===== config.mk =====
export PLATFORM = sky130hd
export DESIGN_NAME = ex_issue_stage
export DESIGN_NICKNAME = d
export VERILOG_FILES = /design/src/rtl/ex_issue_stage.sv
export SDC_FILE = /design/constraint.sdc
export NUM_CORES = 1
export LEC_CHECK = 0
export CAP_MARGIN = 20
export CORE_ASPECT_RATIO = 1.4
export CORE_MARGIN = 5
export CORE_UTILIZATION = 40
export CTS_CLUSTER_DIAMETER = 200
export DETAILED_ROUTE_END_ITERATION = 16
export GPL_ROUTABILITY_DRIVEN = 0
export GPL_TIMING_DRIVEN = 0
export PLACE_DENSITY = 0.68
export SETUP_SLACK_MARGIN = 0.2
export SLEW_MARGIN = 40
export SYNTH_ARGS = -nofsm -noshare
export SYNTH_HDL_FRONTEND = slang
export SYNTH_SLANG_ARGS = --single-unit

===== constraint.sdc =====
create_clock -name clk -period 1.8 [get_ports clk]
set_input_delay 0.36 -clock clk [delete_from_list [all_inputs] [get_ports clk]]
set_output_delay 0.36 -clock clk [all_outputs]
set_load 0.005 [all_outputs]

===== src/rtl/ex_issue_stage.sv =====
// ---------------------------------------------------------------------------
// ex_issue_stage
//
// ID->EX pipeline register for the OSYRYS-64 execute stage. Decoded ops are
// captured with their ALU operands already selected (src1 = rs1|PC,
// src2 = rs2|imm) and presented, registered, directly to the ALU.
//
// Storage is a main register, which drives the outputs, plus one skid
// register. Together they sustain one op per cycle under backpressure while
// keeping in_ready a pure register output.
//
// Optional feature (compile-time macro OSYRYS_EX_FWD_EN):
//   When defined, a valid writeback result (fwd_*) whose destination matches
//   a source register index replaces that regfile value at capture. x0 is
//   never forwarded, and an operand that selects PC or imm is never
//   forwarded. When undefined, the fwd_* ports are present but ignored.
//
// Handshake: both sides use strict valid/ready. A transfer happens on a
// rising clk edge where valid && ready. A producer holds valid and its
// payload stable until the transfer. The consumer-side payload (src1, src2,
// alu_control, out_rd_addr, out_pc) holds stable while out_valid && !out_ready.
//
// Ports:
//   clk, rst_n       clock; asynchronous active-low reset
//   flush            discard every held op on the next edge
//   in_valid/ready   upstream handshake (in_ready = !skid full)
//   in_pc, in_rs1_data, in_rs2_data, in_imm   operand sources
//   in_rs1_addr, in_rs2_addr                  source indices (forwarding)
//   in_rd_addr, in_src1_sel, in_src2_sel, in_alu_control   decoded op
//   fwd_valid, fwd_rd_addr, fwd_data          writeback bypass
//   out_valid/out_ready                       downstream handshake
//   src1, src2, alu_control, out_rd_addr, out_pc   registered op to ALU
// ---------------------------------------------------------------------------
module ex_issue_stage #(
    parameter int XLEN   = 64,
    parameter int CTRL_W = 8
) (
    input  logic              clk,
    input  logic              rst_n,
    input  logic              flush,
    input  logic              in_valid,
    output logic              in_ready,
    input  logic [XLEN-1:0]   in_pc,
    input  logic [XLEN-1:0]   in_rs1_data,
    input  logic [XLEN-1:0]   in_rs2_data,
    input  logic [XLEN-1:0]   in_imm,
    input  logic [4:0]        in_rs1_addr,
    input  logic [4:0]        in_rs2_addr,
    input  logic [4:0]        in_rd_addr,
    input  logic              in_src1_sel,
    input  logic              in_src2_sel,
    input  logic [CTRL_W-1:0] in_alu_control,
    input  logic              fwd_valid,
    input  logic [4:0]        fwd_rd_addr,
    input  logic [XLEN-1:0]   fwd_data,
    output logic              out_valid,
    input  logic              out_ready,
    output logic [XLEN-1:0]   src1,
    output logic [XLEN-1:0]   src2,
    output logic [CTRL_W-1:0] alu_control,
    output logic [4:0]        out_rd_addr,
    output logic [XLEN-1:0]   out_pc
);

    // Main register (drives the outputs)
    logic              r_main_valid;
    logic [XLEN-1:0]   r_main_src1;
    logic [XLEN-1:0]   r_main_src2;
    logic [CTRL_W-1:0] r_main_ctrl;
    logic [4:0]        r_main_rd;
    logic [XLEN-1:0]   r_main_pc;

    // Skid register (holds an op accepted while main was stalled)
    logic              r_skid_valid;
    logic [XLEN-1:0]   r_skid_src1;
    logic [XLEN-1:0]   r_skid_src2;
    logic [CTRL_W-1:0] r_skid_ctrl;
    logic [4:0]        r_skid_rd;
    logic [XLEN-1:0]   r_skid_pc;

    logic              w_accept;
    logic              w_drain;
    logic              w_main_free;
    logic [XLEN-1:0]   w_rs1_val;
    logic [XLEN-1:0]   w_rs2_val;
    logic [XLEN-1:0]   w_src1;
    logic [XLEN-1:0]   w_src2;

    // Skid is only ever filled while main is occupied, so "skid empty" is
    // exactly "there is room for one more op" and in_ready needs no logic
    // beyond a register.
    assign in_ready    = !r_skid_valid;
    assign w_accept    = in_valid && in_ready;
    assign w_drain     = r_main_valid && out_ready;
    assign w_main_free = !r_main_valid || w_drain;

`ifdef OSYRYS_EX_FWD_EN
    // Writeback bypass: x0 is hard-wired zero, so it is never forwarded.
    assign w_rs1_val = (fwd_valid && (fwd_rd_addr != 5'd0) && (fwd_rd_addr == in_rs1_addr))
                       ? fwd_data : in_rs1_data;
    assign w_rs2_val = (fwd_valid && (fwd_rd_addr != 5'd0) && (fwd_rd_addr == in_rs2_addr))
                       ? fwd_data : in_rs2_data;
`else
    assign w_rs1_val = in_rs1_data;
    assign w_rs2_val = in_rs2_data;
    // Bypass inputs exist for port compatibility only in this build.
    logic w_unused_fwd;
    assign w_unused_fwd = &{1'b0, fwd_valid, fwd_rd_addr, fwd_data, in_rs1_addr, in_rs2_addr};
`endif

    // Operand mux applied at capture; both registers store selected operands.
    assign w_src1 = in_src1_sel ? in_pc  : w_rs1_val;
    assign w_src2 = in_src2_sel ? in_imm : w_rs2_val;

    // Valid bits: flush wins over any accept or move in the same cycle.
    always_ff @(posedge clk or negedge rst_n) begin
        if (!rst_n) begin
            r_main_valid <= 1'b0;
            r_skid_valid <= 1'b0;
        end else if (flush) begin
            r_main_valid <= 1'b0;
            r_skid_valid <= 1'b0;
        end else if (w_main_free) begin
            // With skid full, in_ready is low, so no new op competes with
            // the skid->main move.
            if (r_skid_valid) begin
                r_main_valid <= 1'b1;
                r_skid_valid <= 1'b0;
            end else begin
                r_main_valid <= w_accept;
            end
        end else if (w_accept) begin
            r_skid_valid <= 1'b1;
        end
    end

    // Main payload. Payload registers load whenever a slot is filled. A flush
    // may leave stale data behind, which the cleared valid makes harmless.
    always_ff @(posedge clk or negedge rst_n) begin
        if (!rst_n) begin
            r_main_src1 <= '0;
            r_main_src2 <= '0;
            r_main_ctrl <= '0;
            r_main_rd   <= '0;
            r_main_pc   <= '0;
        end else if (w_main_free && !flush) begin
            if (r_skid_valid) begin
                r_main_src1 <= r_skid_src1;
                r_main_src2 <= r_skid_src2;
                r_main_ctrl <= r_skid_ctrl;
                r_main_rd   <= r_skid_rd;
                r_main_pc   <= r_skid_pc;
            end else if (w_accept) begin
                r_main_src1 <= w_src1;
                r_main_src2 <= w_src2;
                r_main_ctrl <= in_alu_control;
                r_main_rd   <= in_rd_addr;
                r_main_pc   <= in_pc;
            end
        end
    end

    // Skid payload
    always_ff @(posedge clk or negedge rst_n) begin
        if (!rst_n) begin
            r_skid_src1 <= '0;
            r_skid_src2 <= '0;
            r_skid_ctrl <= '0;
            r_skid_rd   <= '0;
            r_skid_pc   <= '0;
        end else if (!w_main_free && w_accept && !flush) begin
            r_skid_src1 <= w_src1;
            r_skid_src2 <= w_src2;
            r_skid_ctrl <= in_alu_control;
            r_skid_rd   <= in_rd_addr;
            r_skid_pc   <= in_pc;
        end
    end

    assign out_valid   = r_main_valid;
    assign src1        = r_main_src1;
    assign src2        = r_main_src2;
    assign alu_control = r_main_ctrl;
    assign out_rd_addr = r_main_rd;
    assign out_pc      = r_main_pc;

endmodule


Yosys cells after proc, flatten, opt, wreduce, memory -nomap -nowiden:

Cells that the tools add are included.

* output and inout port bits: 207
* register bits: 412
* word-level logic and storage cells: 44

* reductions and logical operators: 14
* mux-type cells: 18

Operator list (number)
* 64-bit two-way mux: 8
* 8-bit two-way mux: 2
* 5-bit two-way mux: 2
* 1-bit two-way mux: 6
* 1-bit logical AND: 5
* 1-bit zero test: 4
* 2-bit nonzero test: 2
* 3-bit nonzero test: 1
* 2-bit AND reduction: 1
* 1-bit logical OR: 1

Depth between registers and ports, before layout:

* depth after elaboration: 5
* mapped depth: 7
* gate-level depth less buffers: 3

Worst setup path after synthesis:

Ideal clock, no wire load.

* path type: reg2reg
* from: register r_main_valid (netlist: out_valid)
* to: register r_skid_ctrl[0]
* data arrival time: 1.432 ns
* stages on the path, launching flop included: 7
* path buffers: 3
* period minus slack after synthesis: 1.557 ns
* setup slack: 0.243 ns
* path through: dfrtp_1 -> nor2b_1 -> buf_4 -> nand3_2 -> buf_4 -> buf_6 -> mux2_4

* cells in the longest elaborated chain, start to end: 5
* elaborated cells between the ends (all ways): 6

Ends and longest elaborated chain
* from (decl): RTL line 66 `logic r_main_valid;`
* from (signal assigned): RTL line 130 `r_main_valid <= w_accept;`
* 1-bit zero test / 1-bit logical AND (equally long branches): RTL line 95, 94
* 1-bit logical OR *: RTL line 95 `assign w_main_free = !r_main_valid || w_drain;`
* 1-bit zero test *: RTL line 171 `end else if (!w_main_free && w_accept && !flush) begin`
* 1-bit logical AND * (2 in a row): RTL line 171
* to (signal assigned): RTL line 174 `r_skid_ctrl <= in_alu_control;`
* to (decl): RTL line 77 `logic [CTRL_W-1:0] r_skid_ctrl;`

Every way passes the cells marked *; elsewhere a longest branch is shown, timed or not.
A chain may end at the register's enable or synchronous reset.

Worst setup path in the final report:

* from: register r_skid_valid
* to: register r_skid_src2[32]

* cells in the longest elaborated chain, start to end: 4

Ends and longest elaborated chain
* from (decl): RTL line 74 `logic r_skid_valid;`
* from (signal assigned): RTL line 119 `r_skid_valid <= 1'b0;`
* from (signal assigned): RTL line 122 `r_skid_valid <= 1'b0;`
* from (signal assigned): RTL line 128 `r_skid_valid <= 1'b0;`
* 1-bit zero test: RTL line 92 `assign in_ready = !r_skid_valid;`
* 1-bit logical AND: RTL line 93 `assign w_accept = in_valid && in_ready;`
* 1-bit logical AND (2 in a row): RTL line 171
* to (signal assigned): RTL line 173 `r_skid_src2 <= w_src2;`
* to (decl): RTL line 76 `logic [XLEN-1:0] r_skid_src2;`

No other way between the ends.

==> flow_summary.toml <==
[clock_network]
clock-sinks = 412
clkTransAtPathRegs_ns = 0.06
htreeDepth = 2
cts_tree = "yes"
cts_buffers = 43
clk_latency_ns = 0.57
clock-root-buffer = "clkbuf_16"
clockBufferDepth = 3

[timing]
clock.fmax_ghz = 0.5473
hold_viol_final = 0
fin_worst_skew_ns = 0.03349
tightest_slew_ns = 0.4805
max_slew_margin_pct = 67.97
worst_slack_ns = -0.02704
rsz0062_at_grt = "yes"
finalCritPeriodShare_pct = 101.5
maxSlewViolCount = 0
hold_ws_ns = 0.3073
finalSetupViolCount = 68
min_period_ns = 1.827

[place]
post_dp_cell_area_mm2 = 0.02511
portBuffers = 480
hpwlAfterDp_um = 46780
place_ws_ns = -0.7959
placed_cells_incl_taps = 2612

[grt]
grt_start_max_net_pins = 70
grt_pass1_vias = 16050
grt_pass1_wl_um = 97030
grt.total_usage_pct = 23.45
antenna_found_initial = 4
grt_overflow = 0

[final_layout]
layout-drive-gt1-share_pct = 35.50
fin_nets = 2450
fin_area_mm2 = 0.02888
fin_cells = 2759
syn_to_final_growth_pct = 49.19

[worst_setup_path]
rr_endpoint = "r_skid_src2[32]"
critPathSlowestCell = "dfrtp_1"
crit_top_cell = "buf_12"
crit_type = "reg2reg"
r2r_cells = 8
worstPathRequired_ns = 2.23
critPathArrivalTime_ns = 2.26
critPathLaunchType = "flip-flop"
reg2reg_setup_slack_ns = -0.03
path_cells = "buf_8 > buf_6 > nor2_4 > nand3_4 > buf_12 > clkbuf_16 > buf_12 > mux2_4"
endpoint_kind = "flip-flop"
crit_fanout = 7
slowest_delay_ns = 0.39
r2r_start = "r_skid_valid"

[floorplanning]
io_pins = 563
dieArea_mm2 = 0.05295
fp-row-count = 95
die_w_um = 195.9
start_util_pct = 40.30
core-area_mm2 = 0.04802
fp.dieH_um = 270.3

[detailed_routing]
drt_iter0_markers = 448
wl_per_cell_um = 23.80
vias = 14570
drc = 0
drtAntennaViolNets = 0
viasPerCell = 5.280
wirelength_um = 65680
dr.pass1.iters = 5

[pwr]
power.density_mw_per_mm2 = 970.3
vdd_ir_drop_max_uv = 777.6
leakagePower_uw = 0.01387

[synthesis]
synth_cell_types = 18
avgSynthCellArea_um2 = 12.94
syn_nets = 1852
ys_top_cells_by_area = "dfrtp_1, mux2_2, mux2i_1, mux2_4, o21ai_0"
synth_top_area_share_pct = 53.27
synth_area_mm2 = 0.01935
synth_largest_area_cell = "dfrtp_1"
synth.yosys.seq_area_share_pct = 53.27
ys.warnings.count = 0
synth-seq-cells = 412
syn_inst = 1496

[worst_hold_path]
hold_path_class = "in2async"

[run_status]
outcome = "finished with violations"
violations = "negative setup slack"

[flow_run]
cap_violations = 0
## kinds of logic after synthesis
kind of cell           count (synthesis)  share of synthesized area, %
multiplexers                         538                         31.92
AND/OR/NAND/NOR                        7                        0.2133
AO/OA/AOI/OAI                        411                         10.70
flip-flops                           412                         53.27
buffers and inverters                128                         3.905
## report_power, final
part	internal, uW	leakage, uW	switching, uW
Sequential	11300	0.00507	1110
Combinational	3910	0.00809	2670
Clock	5150	0.000708	3910
## critical path: cells and delay by family, from the launching register on
family / cells / cell delay, ns
DFF: 1 / 0.39
buffers and inverters: 5 / 0.79
muxes: 1 / 0.29
and+or+nand+nor: 2 / 0.21
## worst max path at each step
| stage | start | to | slack, ns | depth (start not counted) |
|---|---|---|---|---|
| 6_report | r_skid_valid | r_skid_src2[32] | -0.03 | 8 |
| 5_1_grt | out_valid | r_skid_src2[32] | -0.05 | 7 |
| 4_1_cts | r_skid_valid | r_skid_ctrl[3] | -0.03 | 8 |
| 3_5_place_dp | out_ready | src1[14] | -0.80 | 7 |
| 3_3_place_gp | rst_n | src1[15] | -17.80 | 1 |
| 2_1_floorplan | out_valid | r_skid_ctrl[0] | 0.24 | 6 |
## cells in the final DEF, fill, tap and decap left out, types with 57 or more instances in the layout
| master | Yosys | layout |
|---|---|---|
| mux2_4 | 100 | 100 |
| mux2i_1 | 205 | 203 |
| o21ai_1 | 150 | 102 |
| o21ai_2 | 0 | 137 |
| o21ai_0 | 260 | 167 |
| mux2_2 | 233 | 233 |
| clkbuf_16 | 0 | 57 |
| dfrtp_1 | 412 | 410 |
| dlygate4sd2_1 | 0 | 171 |
| clkdlybuf4s50_1 | 0 | 272 |
## cell usage after synthesis
master      n
clkbuf_1   50
mux2_2    233
clkinv_1    1
mux2i_1   205
buf_2      43
buf_4       5
nor2b_1     2
nor3_1      1
nor2_1      2
dfrtp_1   412
mux2_4    100
nand3_2     1
o21bai_4    1
o21ai_1   150
buf_1       2
o21ai_0   260
or2_1       1
buf_6      27
## routing by layer
layer,global-route usage [%],part of all wire (%),up-vias
li1,-,-,6646
met1,26.87,37,7337
met2,41.83,52,475
met3,7.412,7.7,105
met4,6.912,3.3,4
met5,0,0.047,-
## state kept, by name (all words and copies together) (netlist names)
name and flops:
out_valid 1, r_skid_pc 64, r_skid_valid 1, alu_control 8, r_skid_rd 5, src1 64
r_skid_ctrl 8, r_skid_src1 64, out_pc 64, src2 64, r_skid_src2 64, out_rd_addr 5
## timing repair
| item | 4_1_cts | 5_1_grt |
|---|---|---|
| setup buffers | 27 | 7 |
| hold buffers | 1 | 0 |
| gates cloned | 20 | 14 |
| resized for setup | 424 | 318 |
| hold endpoints to repair | 38 | 0 |
| endpoints found under the setup margin | 618 | 577 |
| pin swaps | 16 | 99 |
## through the flow
| step | setup TNS [ns] | utilization, % | power (uW) |
|---|---|---|---|
| global route | -2.781 | 60.13 | 29320 |
| global placement | -7561.13 | 51.95 | 18570 |
| floorplan | 0 | - | 15190 |
| finish | -0.8598 | 60.13 | 28020 |
| CTS | -0.5398 | 57.76 | 27820 |
| detailed placement | -240.11 | 52.29 | 18790 |
## layout make-up
| type | instances | area [um^2] |
|---|---|---|
| Antenna cell | 2 | 5.005 |
| Buffer | 125 | 1384 |
| Clock buffer | 58 | 1232 |
| Clock inverter | 20 | 202.7 |
| Fill cell | 3840 | 19140 |
| Inverter | 1 | 8.758 |
| Multi-Input combinational cell | 956 | 8890 |
| Sequential cell | 412 | 10310 |
| Tap cell | 630 | 788.3 |
| Timing Repair Buffer | 555 | 6053 |
(Power assumes the default switching activity.)
